==> src/rtl/imm_gen_pipe_if.sv <==
// Decode-side handshake bundle for the immediate generator: the instruction
// entry going in and the generated immediate coming out.
interface imm_gen_pipe_if #(
  parameter int XLEN  = 32,
  parameter int TAG_W = 5
);
  // Both directions use valid/ready: an entry moves on a rising edge where
  // valid && ready. A producer holds valid and its payload until accepted.
  logic             in_valid;
  logic             in_ready;
  logic [31:0]      in_ir;
  logic [2:0]       in_sel;
  logic [TAG_W-1:0] in_tag;

  logic             out_valid;
  logic             out_ready;
  logic [XLEN-1:0]  out_imm;
  logic [TAG_W-1:0] out_tag;
  logic             out_err;

  modport slave (
    input  in_valid, in_ir, in_sel, in_tag, out_ready,
    output in_ready, out_valid, out_imm, out_tag, out_err
  );

  modport master (
    output in_valid, in_ir, in_sel, in_tag, out_ready,
    input  in_ready, out_valid, out_imm, out_tag, out_err
  );
endinterface

==> src/rtl/imm_gen_pipe.sv <==
// Decode-stage immediate generator: combinational format decode feeding a
// two-entry (main + skid) output buffer with a registered in_ready.
module imm_gen_pipe #(
  parameter int XLEN  = 32,
  parameter int TAG_W = 5
) (
  input logic           clk,
  input logic           rst_n,
  input logic           flush,
  imm_gen_pipe_if.slave bus
);

  typedef struct packed {
    logic [XLEN-1:0]  imm;
    logic [TAG_W-1:0] tag;
    logic             err;
  } entry_t;

  logic [31:0]        ir;
  logic signed [31:0] imm32;
  logic               sel_err;
  entry_t             in_ent;

  entry_t m_q, m_d;
  entry_t k_q, k_d;
  logic   m_v_q, m_v_d;
  logic   k_v_q, k_v_d;
  logic   in_xfer;
  logic   out_xfer;

  assign ir = bus.in_ir;

  // Every format fits in 32 bits once sign-extended, so decode at 32 bits and
  // widen with a single signed cast; shamt/zimm stay positive so zext holds.
  always_comb begin
    imm32   = '0;
    sel_err = 1'b0;
    unique case (bus.in_sel)
      3'b000: imm32 = {{20{ir[31]}}, ir[31:20]};
      3'b001: imm32 = {{20{ir[31]}}, ir[31:25], ir[11:7]};
      3'b010: imm32 = {{19{ir[31]}}, ir[31], ir[7], ir[30:25], ir[11:8], 1'b0};
      3'b011: imm32 = {ir[31:12], 12'h000};
      3'b100: imm32 = {{11{ir[31]}}, ir[31], ir[19:12], ir[20], ir[30:21], 1'b0};
      3'b101: imm32 = (XLEN == 64) ? {26'd0, ir[25:20]} : {27'd0, ir[24:20]};
      3'b110: imm32 = {27'd0, ir[19:15]};
      default: begin
        imm32   = '0;
        sel_err = 1'b1;
      end
    endcase
  end

  always_comb begin
    in_ent.imm = XLEN'(imm32);
    in_ent.tag = bus.in_tag;
    in_ent.err = sel_err;
  end

  assign in_xfer  = bus.in_valid && !k_v_q;
  assign out_xfer = m_v_q && bus.out_ready;

  // M refills from K first to keep FIFO order; K only fills when M is stuck.
  always_comb begin
    m_d   = m_q;
    k_d   = k_q;
    m_v_d = m_v_q;
    k_v_d = k_v_q;
    if (flush) begin
      m_v_d = 1'b0;
      k_v_d = 1'b0;
    end else if (!m_v_q || out_xfer) begin
      if (k_v_q) begin
        m_d   = k_q;
        m_v_d = 1'b1;
        k_v_d = in_xfer;
        if (in_xfer) begin
          k_d = in_ent;
        end
      end else if (in_xfer) begin
        m_d   = in_ent;
        m_v_d = 1'b1;
      end else begin
        m_v_d = 1'b0;
      end
    end else if (in_xfer) begin
      k_d   = in_ent;
      k_v_d = 1'b1;
    end
  end

  always_ff @(posedge clk or negedge rst_n) begin
    if (!rst_n) begin
      m_q   <= '0;
      k_q   <= '0;
      m_v_q <= 1'b0;
      k_v_q <= 1'b0;
    end else begin
      m_q   <= m_d;
      k_q   <= k_d;
      m_v_q <= m_v_d;
      k_v_q <= k_v_d;
    end
  end

  // in_ready is a pure flop output so upstream never sees out_ready ripple.
  assign bus.in_ready  = !k_v_q;
  assign bus.out_valid = m_v_q;
  assign bus.out_imm   = m_q.imm;
  assign bus.out_tag   = m_q.tag;
  assign bus.out_err   = m_q.err;

endmodule

==> src/flat_wrapper.sv <==
// flat-port wrapper written by rule: the top's interface ports become plain ports
module imm_gen_pipe_flat 
#(
  parameter int XLEN  = 32,
  parameter int TAG_W = 5
)
  (clk, rst_n, flush, bus_in_valid, bus_in_ir, bus_in_sel, bus_in_tag, bus_out_ready, bus_in_ready, bus_out_valid, bus_out_imm, bus_out_tag, bus_out_err);
  imm_gen_pipe_if #(.XLEN(XLEN), .TAG_W(TAG_W)) bus_i ();
  input logic clk;
  input logic rst_n;
  input logic flush;
  input wire logic [$bits(bus_i.in_valid)-1:0] bus_in_valid;
  input wire logic [$bits(bus_i.in_ir)-1:0] bus_in_ir;
  input wire logic [$bits(bus_i.in_sel)-1:0] bus_in_sel;
  input wire logic [$bits(bus_i.in_tag)-1:0] bus_in_tag;
  input wire logic [$bits(bus_i.out_ready)-1:0] bus_out_ready;
  output wire logic [$bits(bus_i.in_ready)-1:0] bus_in_ready;
  output wire logic [$bits(bus_i.out_valid)-1:0] bus_out_valid;
  output wire logic [$bits(bus_i.out_imm)-1:0] bus_out_imm;
  output wire logic [$bits(bus_i.out_tag)-1:0] bus_out_tag;
  output wire logic [$bits(bus_i.out_err)-1:0] bus_out_err;
  assign bus_i.in_valid = bus_in_valid;
  assign bus_i.in_ir = bus_in_ir;
  assign bus_i.in_sel = bus_in_sel;
  assign bus_i.in_tag = bus_in_tag;
  assign bus_i.out_ready = bus_out_ready;
  assign bus_in_ready = bus_i.in_ready;
  assign bus_out_valid = bus_i.out_valid;
  assign bus_out_imm = bus_i.out_imm;
  assign bus_out_tag = bus_i.out_tag;
  assign bus_out_err = bus_i.out_err;
  imm_gen_pipe #(.XLEN(XLEN), .TAG_W(TAG_W)) u_core (.clk(clk), .rst_n(rst_n), .flush(flush), .bus(bus_i));
endmodule
==> config.mk <==
export PLATFORM = sky130hd
export DESIGN_NAME = imm_gen_pipe_flat
export DESIGN_NICKNAME = d
export VERILOG_FILES = /design/src/rtl/imm_gen_pipe_if.sv /design/src/rtl/imm_gen_pipe.sv /design/src/flat_wrapper.sv
export SDC_FILE = /design/constraint.sdc
export NUM_CORES = 1
export LEC_CHECK = 0
export ABC_CLOCK_PERIOD_IN_PS = 3810
export BUFFER_PORTS_ARGS = -buffer_cell sky130_fd_sc_hd__buf_2
export CAP_MARGIN = 20
export CORE_MARGIN = 5
export CORE_UTILIZATION = 57
export CTS_CLUSTER_SIZE = 28
export DETAILED_ROUTE_END_ITERATION = 8
export MAX_ROUTING_LAYER = met4
export PLACE_DENSITY_LB_ADDON = 0.25
export SLEW_MARGIN = 20
export SYNTH_ARGS = -nofsm -noshare
export SYNTH_HDL_FRONTEND = slang
export SYNTH_SLANG_ARGS = --single-unit
==> constraint.sdc <==
create_clock -name clk -period 3.81 [get_ports clk]
set_input_delay 0.381 -clock clk [delete_from_list [all_inputs] [get_ports clk]]
set_output_delay 0.381 -clock clk [all_outputs]
set_load 0.02 [all_outputs]
== Word-level counts from Yosys, hierarchy flattened ==
Cells that the tools add are included.

* Multiply operators: 0
* Reductions and logical operators: 12
* Bitwise logic cells: 1
* Mux-type cells: 15
* $add $sub $neg: 0
* Divide/modulo/power cells: 0
* Eq/ne operators: 7
* Order comparisons: 0
* Shift operators: 0

{| class="wikitable"
|+ Operators by type and width
! cell !! number
|-
| $pmux 32 s7 || 1
|-
| $mux 38 || 5
|-
| $eq 3x3->1 const B || 3
|-
| $mux 1 || 9
|-
| $reduce_or 7->1 || 1
|-
| $eq 3x2->1 const B || 2
|-
| $reduce_bool 2->1 || 2
|-
| $eq 3x1->1 const B || 1
|-
| $logic_not 3->1 || 1
|-
| $reduce_and 3->1 || 1
|-
| $reduce_bool 3->1 || 1
|-
| $logic_and 1x1->1 || 2
|-
| $logic_not 1->1 || 2
|-
| $ne 2x1->1 const B || 1
|-
| $reduce_and 2->1 || 1
|-
| $logic_or 1x1->1 || 1
|-
| $not 1->1 || 1
|}

* Bits in latches: 0
* ROM bits: 0
* Word-level logic and storage cells: 43
* Memories kept: 0
* Bits in writable memories: 0
* Bits in registers: 78
* Output and inout port bits: 40
* Bits of input ports: 45

== Depth between registers and ports, before layout ==
* Depth after elaboration: 6
* Depth in mapped cells: 7
* Gate-level depth less buffers: 4

== Least setup slack after synthesis ==
OpenSTA, ideal clock, no wires.

* Kind: reg-to-reg
* Start point: reg u_core.m_v_q, in the netlist u_core.bus.out_valid
* End point: reg u_core.m_q (netlist bit u_core.bus.out_imm[10])
* Arrival: 1.442 ns
* Clock period less this slack: 1.566 ns
* Buffers on the path: 1
* Required time: 3.685 ns
* Stages on the path, launching flop included: 5
* Library setup time: 0.125 ns
* Slack: 2.244 ns
* Cells stage by stage: dfrtp_1 > nor2b_2 > nor3_4 > buf_6 > mux2_2

* Cells in the longest elaborated chain, start to end: 3
* Elaborated cells on any way between the ends: 4
* Those cells by class: reduce/logical (4)

{| class="wikitable"
|+ RTL lines
! what !! RTL line !! RTL
|-
| start: declaration || imm_gen_pipe.sv:26 || <nowiki>logic m_v_q, m_v_d;</nowiki>
|-
| start signal: assignment || imm_gen_pipe.sv:100 || <nowiki>m_v_q <= m_v_d;</nowiki>
|-
| $logic_not 1->1 / $logic_and 1x1->1 (equally long branches) || imm_gen_pipe.sv:71, imm_gen_pipe.sv:60 ||
|-
| $logic_or 1x1->1 * || imm_gen_pipe.sv:71 || <nowiki>end else if (!m_v_q || out_xfer) begin</nowiki>
|-
| $reduce_and 3->1 (no line) * || - ||
|-
| end signal: assignment || imm_gen_pipe.sv:98 || <nowiki>m_q <= m_d;</nowiki>
|-
| end: declaration || imm_gen_pipe.sv:24 || <nowiki>entry_t m_q, m_d;</nowiki>
|}

Mark *: on every way between the ends. The rest lies on a longest branch, timed or not.
A chain may end at the register's enable or synchronous reset.

== Final worst setup path ==
* Start point: reg u_core.k_v_q
* End point: out bus_in_ready

* Cells in the longest elaborated chain, start to end: 1

{| class="wikitable"
|+ RTL lines
! what !! RTL line !! RTL
|-
| start: declaration || imm_gen_pipe.sv:27 || <nowiki>logic k_v_q, k_v_d;</nowiki>
|-
| start signal: assignment || imm_gen_pipe.sv:101 || <nowiki>k_v_q <= k_v_d;</nowiki>
|-
| $logic_not 1->1 || imm_gen_pipe.sv:106 || <nowiki>assign bus.in_ready = !k_v_q;</nowiki>
|-
| end: declaration || flat_wrapper.sv:17 || <nowiki>output wire logic [$bits(bus_i.in_ready)-1:0] bus_in_ready;</nowiki>
|}

No other way between the ends.

==> results.ini <==
[sta]
rsz0062_at_grt=false
worstMarginPinSlew_ns=0.988
hold_viol=0
drv_slew=0
max_freq_mhz=428
finalCriticalPeriod_ns=2.34
setup_viol=0
fin_skew_ns=0.00958
fin_crit_sh_pct=61.4
slew_headroom_pct=34.1
fin_setup_tns_ns=0

[place]
dp_hpwl_um=6260
portBuffers=77
placed_cell_area_um2=4250
gp_congestion=0.792

[critical_path]
crit_type=register to output pin
slowest_delay_ns=0.59
r2r_setup_slack_ns=1.67
critPathLaunchType=register
worstPathCellList=buf_4 -> inv_1 -> buf_2
critPathSlowestCell=dfrtp_1
critPathRequiredTime_ns=3.43
worstPathMaxFanout=30
endpoint_kind=output pin
crit_arrival_ns=1.96

[synth]
synth_fp_nets=473
ys.flop_type=dfrtp_1
yosysTopAreaCell=dfrtp_1
post-synth-top-count-cell=dfrtp_1
syn_inst=428
seq_area_frac_synth_pct=49.9
yosysTopAreaCellShare_pct=49.9
ys_types=36
ys_seq_elements=78
synthTopCellsByArea=dfrtp_1 50%, nand2_1 7.4%, a21oi_1 5.6%
avgSynthCellArea_um2=9.14
async_reset_ff_share_pct=100
synth_warnings=0
synth_commonest_cells=78 x dfrtp_1, 77 x nand2_1, 44 x a21oi_1, 44 x o21ai_1
synth.cell_area_um2=3910
synth_edf_count=0

[clock_tree]
postCtsSetupBuffers=0
clk_latency_ns=0.36
hold_buffers=0
cts_buffers=9
cts.sinks=78
clk_pin_slew_ns=0.08
clk_path_buf_depth=2
cts_root_buf=clkbuf_8
cts_resized=0
cts_htree_levels=3
cts_tree=yes

[detailed_routing]
ant_nets=0
vias=3358
drc=0
via_per_inst=5.88
first_iter_violations=247
wl_um=9430
wire_per_inst_um=16.5
dr.pass1.iters=5

[pwr]
vdd_drop_max_v=0.000228
powerDensity_nw_per_um2=491
power_leakage_nw=2.06

[layout]
syn2layout_area_growth_pct=14.0
n_antenna_cell=0
drive_above_1_share_pct=24.8
final_nets=531
final.fill_count=571
multi_input_area_um2=1760
seqCellArea_um2=1950
finish.instance_area_um2=4460
utilization_pct=66.0

[die]
die_w_um=92.9
start_util_pct=57.9
fp.dieH_um=92.9
ios=85
dieArea_um2=8620
num_rows=30
core_um2=6760

[min_path]
hold_class=primary input to async pin

[global_routing]
grt_max_degree=79
track_usage_pct=23.9
grt-ovfl-total=0
antenna_found_initial=0
grt_pass1_vias=3274
grt_pass1_wl_um=15800

[job]
drv_cap=0

[run_status]
status=finished, final reports clean

## where the power goes
part           switching [W]  leakage, nW  internal [W]
Combinational       0.000294        0.939      0.000169
Clock               0.000310        0.113      0.000365
Sequential         0.0000771         1.01      0.000973
## metal layers
metal  share of wire (%)  vias to the layer above  global-route usage [%]  wire length (um)
li1                    -                     1606                       -                 -
met1                  45                     1631                    33.1              4240
met2                  48                      109                    35.6              4500
met3                 5.8                       12                    3.74               549
met4                 1.5                        0                    9.04               140
met5                   0                        -                       -                 0
## registers in the layout (all words and copies together), names as in the netlist
signal	cells
u_core.k_q	38
u_core.k_v_q	1
u_core.bus.out_valid	1
u_core.bus.out_err	1
u_core.bus.out_imm	32
u_core.bus.out_tag	5
## area by class of cell
| type | instances | area share (%) |
|---|---|---|
| Timing Repair Buffer | 82 | 9.53 |
| Sequential cell | 78 | 43.7 |
| Inverter | 2 | 0.168 |
| Clock inverter | 7 | 1.99 |
| Tap cell | 80 | 2.24 |
| Clock buffer | 9 | 2.78 |
| Multi-Input combinational cell | 313 | 39.5 |
## layout by cell type (no fill, tap or decap), types with 2 or more instances in the layout
| cell type | Yosys | routed |
|---|---|---|
| nand3_1 | 25 | 24 |
| mux2_1 | 5 | 5 |
| a21oi_1 | 44 | 44 |
| mux2_2 | 7 | 7 |
| buf_4 | 2 | 6 |
| mux2i_1 | 9 | 9 |
| o211ai_2 | 9 | 9 |
| a211oi_1 | 4 | 4 |
| o211ai_1 | 5 | 5 |
| nand3b_1 | 13 | 13 |
| nor2_1 | 20 | 20 |
| nor3b_1 | 2 | 2 |
| o21ai_0 | 25 | 25 |
| nand2b_1 | 9 | 9 |
| nand2_1 | 77 | 77 |
| nor2_2 | 2 | 2 |
| buf_2 | 9 | 76 |
| o21ai_1 | 44 | 44 |
| dfrtp_1 | 78 | 78 |
| clkinv_2 | 0 | 4 |
| bufinv_16 | 0 | 2 |
| clkbuf_8 | 0 | 9 |
| inv_1 | 2 | 2 |
## final timing paths
path,from,end,depth (start not counted)
worst max-delay path,u_core.k_v_q$_DFFE_PN0P_,bus_in_ready,3
worst min-delay path,rst_n,u_core.k_q[2]$_DFFE_PN0P_,1
worst max register to register,u_core.k_v_q$_DFFE_PN0P_,u_core.bus.out_imm[2]$_DFFE_PN0P_,5
worst min register to register,u_core.k_q[13]$_DFFE_PN0P_,u_core.k_q[13]$_DFFE_PN0P_,2
max in group asynchronous,rst_n,u_core.bus.out_imm[19]$_DFFE_PN0P_,1
min in group clk,bus_in_tag[1],u_core.k_q[2]$_DFFE_PN0P_,2
## critical path, delay by kind of cell, from the launching register on
kind | cells | cell delay (ns)
buf+inv | 3 | 1.01
flops | 1 | 0.59
## stage by stage
step	std cells	total power [W]	hold slack, ns	setup slack (ns)
final	571	0.00219	0.161	1.47
after global routing	571	0.00231	0.250	1.35
after CTS	571	0.00220	0.220	1.48
after detailed placement	555	0.00153	0.470	1.66
after global placement	555	0.00151	0.461	1.72
after floorplan	428	0.00136	0.0854	2.24
## cell families after synthesis
logic type | count (synthesis) | synth area share, %
compound gates | 135 | 19.9
fa+ha+maj | 1 | 0.288
buf+inv | 37 | 5.18
flops | 78 | 49.9
mux | 21 | 5.75
simple gates | 156 | 19.1
(Power assumes the default switching activity.)
